<file path="config.mk">
export PLATFORM = sky130hd
export DESIGN_NAME = axil_lite_master
export DESIGN_NICKNAME = d
export VERILOG_FILES = /design/src/rtl/axil_pkg.sv /design/src/rtl/axil_lite_master.sv
export SDC_FILE = /design/constraint.sdc
export NUM_CORES = 1
export LEC_CHECK = 0
export ABC_CLOCK_PERIOD_IN_PS = 2550
export CAP_MARGIN = 20
export CORE_ASPECT_RATIO = 0.7
export CORE_MARGIN = 8
export CORE_UTILIZATION = 45
export CTS_CLUSTER_DIAMETER = 50
export DETAILED_ROUTE_END_ITERATION = 10
export DONT_BUFFER_PORTS = 1
export SYNTH_ARGS = -nofsm -noshare
export SYNTH_HDL_FRONTEND = slang
export SYNTH_SLANG_ARGS = --single-unit
</file>
<file path="constraint.sdc">
create_clock -name clk -period 2.55 [get_ports clk]
set_clock_uncertainty 0.15 [all_clocks]
set_input_delay 0.51 -clock clk [delete_from_list [all_inputs] [get_ports clk]]
set_output_delay 0.51 -clock clk [all_outputs]
set_load 0.05 [all_outputs]
</file>
<file path="src/rtl/axil_pkg.sv">
// rtl/axil_pkg.sv - shared AXI4-Lite response codes, prot default and master state type
package axil_pkg;

    localparam logic [1:0] AXIL_OKAY         = 2'b00;
    localparam logic [1:0] AXIL_SLVERR       = 2'b10;
    localparam logic [2:0] AXIL_PROT_DEFAULT = 3'b000;

    typedef enum logic [1:0] {
        ST_IDLE  = 2'd0,
        ST_WRITE = 2'd1,
        ST_READ  = 2'd2,
        ST_RESP  = 2'd3
    } axil_mst_state_t;

endpackage

</file>
<file path="src/rtl/axil_lite_master.sv">
// rtl/axil_lite_master.sv - single-outstanding AXI4-Lite master behind a simple req/resp port
module axil_lite_master #(
    parameter int DATA_WIDTH = 32,
    parameter int ADDR_WIDTH = 16,
    parameter int STRB_WIDTH = DATA_WIDTH / 8,
    parameter int CNT_WIDTH  = 16
) (
    input  logic                  clk,
    input  logic                  rst_n,

    input  logic                  req_valid,
    output logic                  req_ready,
    input  logic                  req_wr,
    input  logic [ADDR_WIDTH-1:0] req_addr,
    input  logic [DATA_WIDTH-1:0] req_wdata,
    input  logic [STRB_WIDTH-1:0] req_wstrb,

    output logic                  resp_valid,
    input  logic                  resp_ready,
    output logic [DATA_WIDTH-1:0] resp_rdata,
    output logic                  resp_err,

    output logic [ADDR_WIDTH-1:0] m_axil_awaddr,
    output logic [2:0]            m_axil_awprot,
    output logic                  m_axil_awvalid,
    input  logic                  m_axil_awready,
    output logic [DATA_WIDTH-1:0] m_axil_wdata,
    output logic [STRB_WIDTH-1:0] m_axil_wstrb,
    output logic                  m_axil_wvalid,
    input  logic                  m_axil_wready,
    input  logic [1:0]            m_axil_bresp,
    input  logic                  m_axil_bvalid,
    output logic                  m_axil_bready,
    output logic [ADDR_WIDTH-1:0] m_axil_araddr,
    output logic [2:0]            m_axil_arprot,
    output logic                  m_axil_arvalid,
    input  logic                  m_axil_arready,
    input  logic [DATA_WIDTH-1:0] m_axil_rdata,
    input  logic [1:0]            m_axil_rresp,
    input  logic                  m_axil_rvalid,
    output logic                  m_axil_rready,

    output logic [CNT_WIDTH-1:0]  wr_done_count,
    output logic [CNT_WIDTH-1:0]  rd_done_count
);

    import axil_pkg::*;

    axil_mst_state_t       state, state_n;

    logic [ADDR_WIDTH-1:0] addr_q, addr_n;
    logic [DATA_WIDTH-1:0] wdata_q, wdata_n;
    logic [STRB_WIDTH-1:0] wstrb_q, wstrb_n;
    logic                  awvalid_n, wvalid_n, bready_n, arvalid_n, rready_n;
    logic                  aw_done, aw_done_n, w_done, w_done_n;
    logic                  req_ready_n, resp_valid_n, resp_err_n;
    logic [DATA_WIDTH-1:0] resp_rdata_n;
    logic [CNT_WIDTH-1:0]  wr_cnt_n, rd_cnt_n;

    // The request is latched once, so both address channels and W are driven straight from flops
    assign m_axil_awaddr = addr_q;
    assign m_axil_araddr = addr_q;
    assign m_axil_wdata  = wdata_q;
    assign m_axil_wstrb  = wstrb_q;
    assign m_axil_awprot = AXIL_PROT_DEFAULT;
    assign m_axil_arprot = AXIL_PROT_DEFAULT;

    // State and every output register; reset aborts any transaction in flight
    always_ff @(posedge clk or negedge rst_n) begin
        if (!rst_n) begin
            state          <= ST_IDLE;
            addr_q         <= '0;
            wdata_q        <= '0;
            wstrb_q        <= '0;
            m_axil_awvalid <= 1'b0;
            m_axil_wvalid  <= 1'b0;
            m_axil_bready  <= 1'b0;
            m_axil_arvalid <= 1'b0;
            m_axil_rready  <= 1'b0;
            aw_done        <= 1'b0;
            w_done         <= 1'b0;
            req_ready      <= 1'b1;
            resp_valid     <= 1'b0;
            resp_rdata     <= '0;
            resp_err       <= 1'b0;
            wr_done_count  <= '0;
            rd_done_count  <= '0;
        end else begin
            state          <= state_n;
            addr_q         <= addr_n;
            wdata_q        <= wdata_n;
            wstrb_q        <= wstrb_n;
            m_axil_awvalid <= awvalid_n;
            m_axil_wvalid  <= wvalid_n;
            m_axil_bready  <= bready_n;
            m_axil_arvalid <= arvalid_n;
            m_axil_rready  <= rready_n;
            aw_done        <= aw_done_n;
            w_done         <= w_done_n;
            req_ready      <= req_ready_n;
            resp_valid     <= resp_valid_n;
            resp_rdata     <= resp_rdata_n;
            resp_err       <= resp_err_n;
            wr_done_count  <= wr_cnt_n;
            rd_done_count  <= rd_cnt_n;
        end
    end

    // Next-state and next-output decode; everything holds unless a handshake moves it
    always_comb begin
        state_n      = state;
        addr_n       = addr_q;
        wdata_n      = wdata_q;
        wstrb_n      = wstrb_q;
        awvalid_n    = m_axil_awvalid;
        wvalid_n     = m_axil_wvalid;
        bready_n     = m_axil_bready;
        arvalid_n    = m_axil_arvalid;
        rready_n     = m_axil_rready;
        aw_done_n    = aw_done;
        w_done_n     = w_done;
        req_ready_n  = req_ready;
        resp_valid_n = resp_valid;
        resp_rdata_n = resp_rdata;
        resp_err_n   = resp_err;
        wr_cnt_n     = wr_done_count;
        rd_cnt_n     = rd_done_count;

        case (state)
            ST_IDLE: begin
                if (req_valid) begin
                    addr_n      = req_addr;
                    wdata_n     = req_wdata;
                    wstrb_n     = req_wstrb;
                    aw_done_n   = 1'b0;
                    w_done_n    = 1'b0;
                    req_ready_n = 1'b0;
                    if (req_wr) begin
                        state_n   = ST_WRITE;
                        awvalid_n = 1'b1;
                        wvalid_n  = 1'b1;
                        bready_n  = 1'b1;
                    end else begin
                        state_n   = ST_READ;
                        arvalid_n = 1'b1;
                        rready_n  = 1'b1;
                    end
                end
            end

            ST_WRITE: begin
                // AW and W retire independently; each valid stays up until its own flag is set
                aw_done_n = aw_done | (m_axil_awvalid & m_axil_awready);
                w_done_n  = w_done  | (m_axil_wvalid  & m_axil_wready);
                awvalid_n = ~aw_done_n;
                wvalid_n  = ~w_done_n;
                if (m_axil_bvalid && m_axil_bready) begin
                    state_n      = ST_RESP;
                    awvalid_n    = 1'b0;
                    wvalid_n     = 1'b0;
                    bready_n     = 1'b0;
                    resp_valid_n = 1'b1;
                    resp_rdata_n = '0;
                    resp_err_n   = (m_axil_bresp != AXIL_OKAY);
                    wr_cnt_n     = wr_done_count + CNT_WIDTH'(1);
                end
            end

            ST_READ: begin
                if (m_axil_arvalid && m_axil_arready) begin
                    arvalid_n = 1'b0;
                end
                if (m_axil_rvalid && m_axil_rready) begin
                    state_n      = ST_RESP;
                    arvalid_n    = 1'b0;
                    rready_n     = 1'b0;
                    resp_valid_n = 1'b1;
                    resp_rdata_n = m_axil_rdata;
                    resp_err_n   = (m_axil_rresp != AXIL_OKAY);
                    rd_cnt_n     = rd_done_count + CNT_WIDTH'(1);
                end
            end

            ST_RESP: begin
                if (resp_ready) begin
                    state_n      = ST_IDLE;
                    resp_valid_n = 1'b0;
                    req_ready_n  = 1'b1;
                end
            end

            default: begin
                state_n = ST_IDLE;
            end
        endcase
    end

endmodule

</file>
== Word level (Yosys, flattened, before mapping) ==
Index checks and enable logic that the tools add are counted.

* Register bits after elaboration: 128
* Word-level logic and storage cells: 94
* Bits of input ports: 98
* Output and inout port bits: 146

* Muxes and demuxes: 36
* Bitwise operators: 6
* Reductions and logical operators: 23
* Equal/unequal tests: 10
* Add/sub/neg operators: 2

{| class="wikitable"
|+ Operators by type and width
! operator !! count
|-
| 2-to-1 mux 32 bit || 2
|-
| case mux 32 bit (2 select lines) || 1
|-
| adder 16 x 1 -> 16 bit, second input constant || 2
|-
| AND reduction 4 bit || 5
|-
| case mux 1 bit (2 select lines) || 9
|-
| 2-to-1 mux 1 bit || 17
|-
| != test 2 bit, second input constant || 6
|-
| nonzero test 2 bit || 6
|-
| 2-to-1 mux 2 bit || 5
|-
| AND reduction 3 bit || 3
|-
| case mux 2 bit (4 select lines) || 1
|-
| AND reduction 2 bit || 4
|-
| equality test 2 bit, second input constant || 2
|-
| logical AND 1 bit || 3
|-
| != test 3 bit, second input constant || 1
|-
| case mux 1 bit (3 select lines) || 1
|-
| nonzero test 3 bit || 1
|-
| bitwise AND 1 bit || 2
|-
| equality test 2 x 1 -> 1 bit, second input constant || 1
|-
| logical NOT 2 bit || 1
|-
| NOT 1 bit || 2
|-
| OR 1 bit || 2
|}

== Longest topological paths before layout ==
* Word-level depth: 5
* Mapped depth: 8
* Gate-level depth less buffers: 6

== Worst setup path after synthesis ==
Ideal clock, no wire load.

* Kind: flip-flop to flip-flop
* From: register m_axil_bready
* To: register wr_done_count[15]
* Period minus slack after synthesis: 2.078 ns
* Slack: 0.472 ns
* Path buffers: 1
* Required time: 2.318 ns
* Data arrival time: 1.847 ns
* Cell stages (with the launch flop): 6
* Setup time: 0.082 ns
* Cells stage by stage: dfrtp_1 > nand4_2 > or4_4 > buf_6 > nor3_4 > xor2_1

* Word-level cells in the longest chain between the ends: 2

{| class="wikitable"
|+ RTL lines
! item !! RTL line !! text
|-
| from (decl) || axil_lite_master.sv:33 || <nowiki>output logic m_axil_bready,</nowiki>
|-
| from (signal assigned) || axil_lite_master.sv:95 || <nowiki>m_axil_bready <= bready_n;</nowiki>
|-
| logical AND 1 bit || axil_lite_master.sv:157 || <nowiki>if (m_axil_bvalid && m_axil_bready) begin</nowiki>
|-
| AND reduction 2 bit (no source line) || n/a ||
|-
| to (signal assigned) || axil_lite_master.sv:104 || <nowiki>wr_done_count <= wr_cnt_n;</nowiki>
|-
| to (decl) || axil_lite_master.sv:43 || <nowiki>output logic [CNT_WIDTH-1:0] wr_done_count,</nowiki>
|}

No other way between the ends.
A chain may end at the register's enable or synchronous reset.

== Worst setup path after layout ==
* From: register state[1]
* To: register resp_rdata[5]

* Word-level cells in the longest chain between the ends: 3
* Elaborated cells between the ends (all ways): 7
* Those cells by class: eq/ne: 4; mux: 1; reduce/logical: 2

{| class="wikitable"
|+ RTL lines
! item !! RTL line !! text
|-
| from (decl) || axil_lite_master.sv:49 || <nowiki>axil_mst_state_t state, state_n;</nowiki>
|-
| from (signal assigned) || axil_lite_master.sv:89 || <nowiki>state <= state_n;</nowiki>
|-
| equality test 2 bit or equality test 2 x 1 -> 1 bit (tied branches) || axil_lite_master.sv:129 || <nowiki>case (state)</nowiki>
|-
| != test 2 bit (no source line) or nonzero test 2 bit (tied branches) || n/a ||
|-
| AND reduction 3 bit (no source line) || n/a ||
|-
| to (signal assigned) || axil_lite_master.sv:102 || <nowiki>resp_rdata <= resp_rdata_n;</nowiki>
|-
| to (decl) || axil_lite_master.sv:20 || <nowiki>output logic [DATA_WIDTH-1:0] resp_rdata,</nowiki>
|}

Several ways; a longest one is shown, not always the timed one.

==> results.sh <==
export IMPL_status="finished, violations left"
export IMPL_violations="negative hold slack"
export IMPL_post_cts_buffers=0
export IMPL_powerDensity_nw_per_um2=1680
export IMPL_crit_slowest_cell="dfrtp_1"
export IMPL_cts_tree="done"
export IMPL_p_total_w=0.0106
export IMPL_synth_simple_area_share_pct=9.46
export IMPL_num_vias=3318
export IMPL_pre_cts_slack_ns=0.455
export IMPL_ios=244
export IMPL_worst_pin_slew_ns=0.941
export IMPL_num_rows=33
export IMPL_setup_violations=0
export IMPL_post_cts_resized=0
export IMPL_hold_viol_final=128
export IMPL_endpoint_kind="flip-flop"
export IMPL_drt_total_wl_um=12600
export IMPL_grt_ovfl_total=0
export IMPL_slew_viol_final=0
export IMPL_place_area_um2=5670
export IMPL_yosysSeqAreaShare_pct=58.6
export IMPL_worstSetupStartpointType="flip-flop"
export IMPL_vdd_drop_max_uv=877
export IMPL_core_area_um2=11800
export IMPL_die_width_um=148
export IMPL_grt_pass1_wl_um=19600
export IMPL_hold_path_class="primary input to async pin"
export IMPL_n_fill_cell=1015
export IMPL_yosys_area_top_type="dfrtp_1"
export IMPL_drt_pass1_iterations=6
export IMPL_crit_required_ns=2.71
export IMPL_final_net_count=582
export IMPL_cts_sinks=128
export IMPL_cp_arrival_ns=2.25
export IMPL_synth_most_common_cell="dfrtp_1"
export IMPL_synth_top_area_share_pct=58.2
export IMPL_io_buffer_count=0
export IMPL_synth_compound_area_share_pct=6.32
export IMPL_clockBufferDepth=2
export IMPL_avgRoutedWirePerCell_um=19.5
export IMPL_rsz0062_at_grt="no"
export IMPL_cts_root_buffer="clkbuf_16"
export IMPL_ant_nets=0
export IMPL_drtIter0Drc=120
export IMPL_start_util_pct=46.4
export IMPL_dp_hpwl_um=9400
export IMPL_tns_ns=0
export IMPL_grt_use_total_pct=15.7
export IMPL_synth_top_family_by_area="multiplexers"
export IMPL_syn_area_um2=5470
export IMPL_hold_ws_ns=-0.351
export IMPL_drc_errors=0
export IMPL_ys_flop_type="dfrtp_1"
export IMPL_grt_busiest_layer="met2"
export IMPL_synth_xor_area_share_pct=4.81
export IMPL_final_layout_size_suffix_gt1_share_pct=25.1
export IMPL_timing_worst_setup_path_type="flip-flop to flip-flop"
export IMPL_clkLatencyLatePin_ns=0.40
export IMPL_synth_mux_area_share_pct=11.7
export IMPL_period_share_pct=81.8
export IMPL_n_antenna_cell=0
export IMPL_slowest_delay_ns=0.41
export IMPL_htreeDepth=4
export IMPL_worst_path_max_fanout=64
export IMPL_crit_chain="inv_1 -> ha_1 -> buf_4 -> nor2_1 -> a211oi_4 -> buf_12 -> nand3_1 -> o21ai_0"
export IMPL_max_slew_margin_pct=37.3
export IMPL_min_period_ns=2.09
export IMPL_p_leak_nw=2.90
export IMPL_synth_cell_types=36
export IMPL_place_gp_congestion=0.775
export IMPL_synth_edf_count=0
export IMPL_layout_cells_non_filler=647
export IMPL_fmax_mhz=479
export IMPL_grt_max_degree=129
export IMPL_clk_pin_slew_ns=0.06
export IMPL_area_growth_pct=15.4
export IMPL_use_met1_pct=17.4
export IMPL_dp_cells=615
export IMPL_use_met2_pct=24.0
export IMPL_cts_made_buffers=17
export IMPL_async_reset_ff_share_pct=100
export IMPL_die_h_um=108
export IMPL_dieArea_um2=16000
export IMPL_synth_commonest_cells="dfrtp_1 (127), mux2_2 (57), inv_1 (42), o21ai_0 (42), nand3_1 (40)"
export IMPL_viasPerCell=5.13
export IMPL_final_area_um2=6300
export IMPL_yosys_area_share_adder_pct=1.60
export IMPL_grt_pass1_vias=3432
export IMPL_synth_area_top_cells="dfrtp_1 (58%), mux2_2 (12%), o21ai_0 (3.8%)"
export IMPL_synth_cells=466
export IMPL_worst_slack_ns=0.464
export IMPL_max_cap_violations=0
export IMPL_avgSynthCellArea_um2=11.7
export IMPL_grt_use_met3_pct=10.2
export IMPL_synth_seq_cells=128
export IMPL_ys_warn_count=0
export IMPL_antenna_found_initial=0
final cells by class:
type | count | area, um^2 | area share, %
clock inverter | 12 | 183 | 2.90
tap | 157 | 196 | 3.12
sequential | 128 | 3200 | 50.8
timing repair buffer | 27 | 215 | 3.41
multi-input combinational | 261 | 1890 | 30.0
clock buffer | 20 | 457 | 7.24
inverter | 42 | 158 | 2.50
critical path, delay by kind of cell (launching register included):
family / cells / cell delay, ns
AOI/OAI and AO/OA: 2 / 0.41
adders and majority gates: 1 / 0.23
buffers and inverters: 3 / 0.58
DFF: 1 / 0.41
and+or+nand+nor: 2 / 0.20
power breakdown:
group | switching (W) | internal (W)
logic | 0.00127 | 0.000977
clock network | 0.000898 | 0.00169
registers | 0.00308 | 0.00268
total | 0.00525 | 0.00535
metrics by stage:
step	hold WS, ns	util, %
6_report	-0.351	53.6
5_1_grt	-0.376	53.6
4_1_cts	-0.371	53.6
3_5_place_dp	0.0669	48.1
3_3_place_gp	0.0682	48.1
2_1_floorplan	0.0644	-
sequential cells by signal (all words and copies together) (netlist names), 2 cells and up:
| name | cells |
|---|---|
| resp_rdata | 32 |
| m_axil_wstrb | 4 |
| m_axil_wdata | 32 |
| wr_done_count | 16 |
| m_axil_araddr | 16 |
| rd_done_count | 16 |
| state | 2 |
final timing paths:
path	slack, ns	end	depth (start not counted)	from
hold reg to reg	0.32	wr_done_count[7]	1	wr_done_count[7]
max in group asynchronous	2.41	req_ready	0	rst_n
setup reg to reg	0.46	resp_rdata[5]	8	state[1]
min in group clk	0.10	resp_rdata[10]	2	m_axil_rdata[10]
setup / recovery	0.46	resp_rdata[5]	8	state[1]
hold / removal	-0.35	resp_rdata[10]	0	rst_n
placed cells by master, fill, tap and decap left out, types with 2 or more instances in the layout:
| cell type | netlist | final |
|---|---|---|
| a21o_1 | 3 | 3 |
| a21oi_1 | 9 | 9 |
| a22o_1 | 3 | 3 |
| a31oi_1 | 3 | 3 |
| and3_1 | 6 | 6 |
| buf_4 | 22 | 26 |
| bufinv_16 | 0 | 4 |
| clkbuf_16 | 0 | 17 |
| clkbuf_8 | 0 | 2 |
| clkinv_4 | 0 | 3 |
| clkinvlp_4 | 0 | 3 |
| conb_1 | 1 | 6 |
| dfrtp_1 | 127 | 127 |
| ha_1 | 7 | 7 |
| inv_1 | 42 | 42 |
| mux2_2 | 57 | 57 |
| nand2_1 | 16 | 15 |
| nand2b_1 | 3 | 3 |
| nand3_1 | 40 | 40 |
| nand4_1 | 9 | 9 |
| nor2_1 | 13 | 13 |
| nor4_1 | 3 | 3 |
| o21ai_0 | 42 | 42 |
| xnor2_1 | 18 | 18 |
| xor2_1 | 12 | 12 |
cells by family after synthesis:
family                   after synthesis
flip-flops                           128
AND/OR/NAND/NOR                       98
buffers and inverters                 82
AO/OA/AOI/OAI                         63
multiplexers                          57
XOR/XNOR                              30
adder cells (fa/ha/maj)                7
other                                  1
routing by layer:
layer	vias to the layer above	part of all wire (%)
met2	143	47
li1	1570	-
met3	14	14
met4	0	1.2
met1	1591	38
met5	-	0
Power figures use the tool's default switching activity.
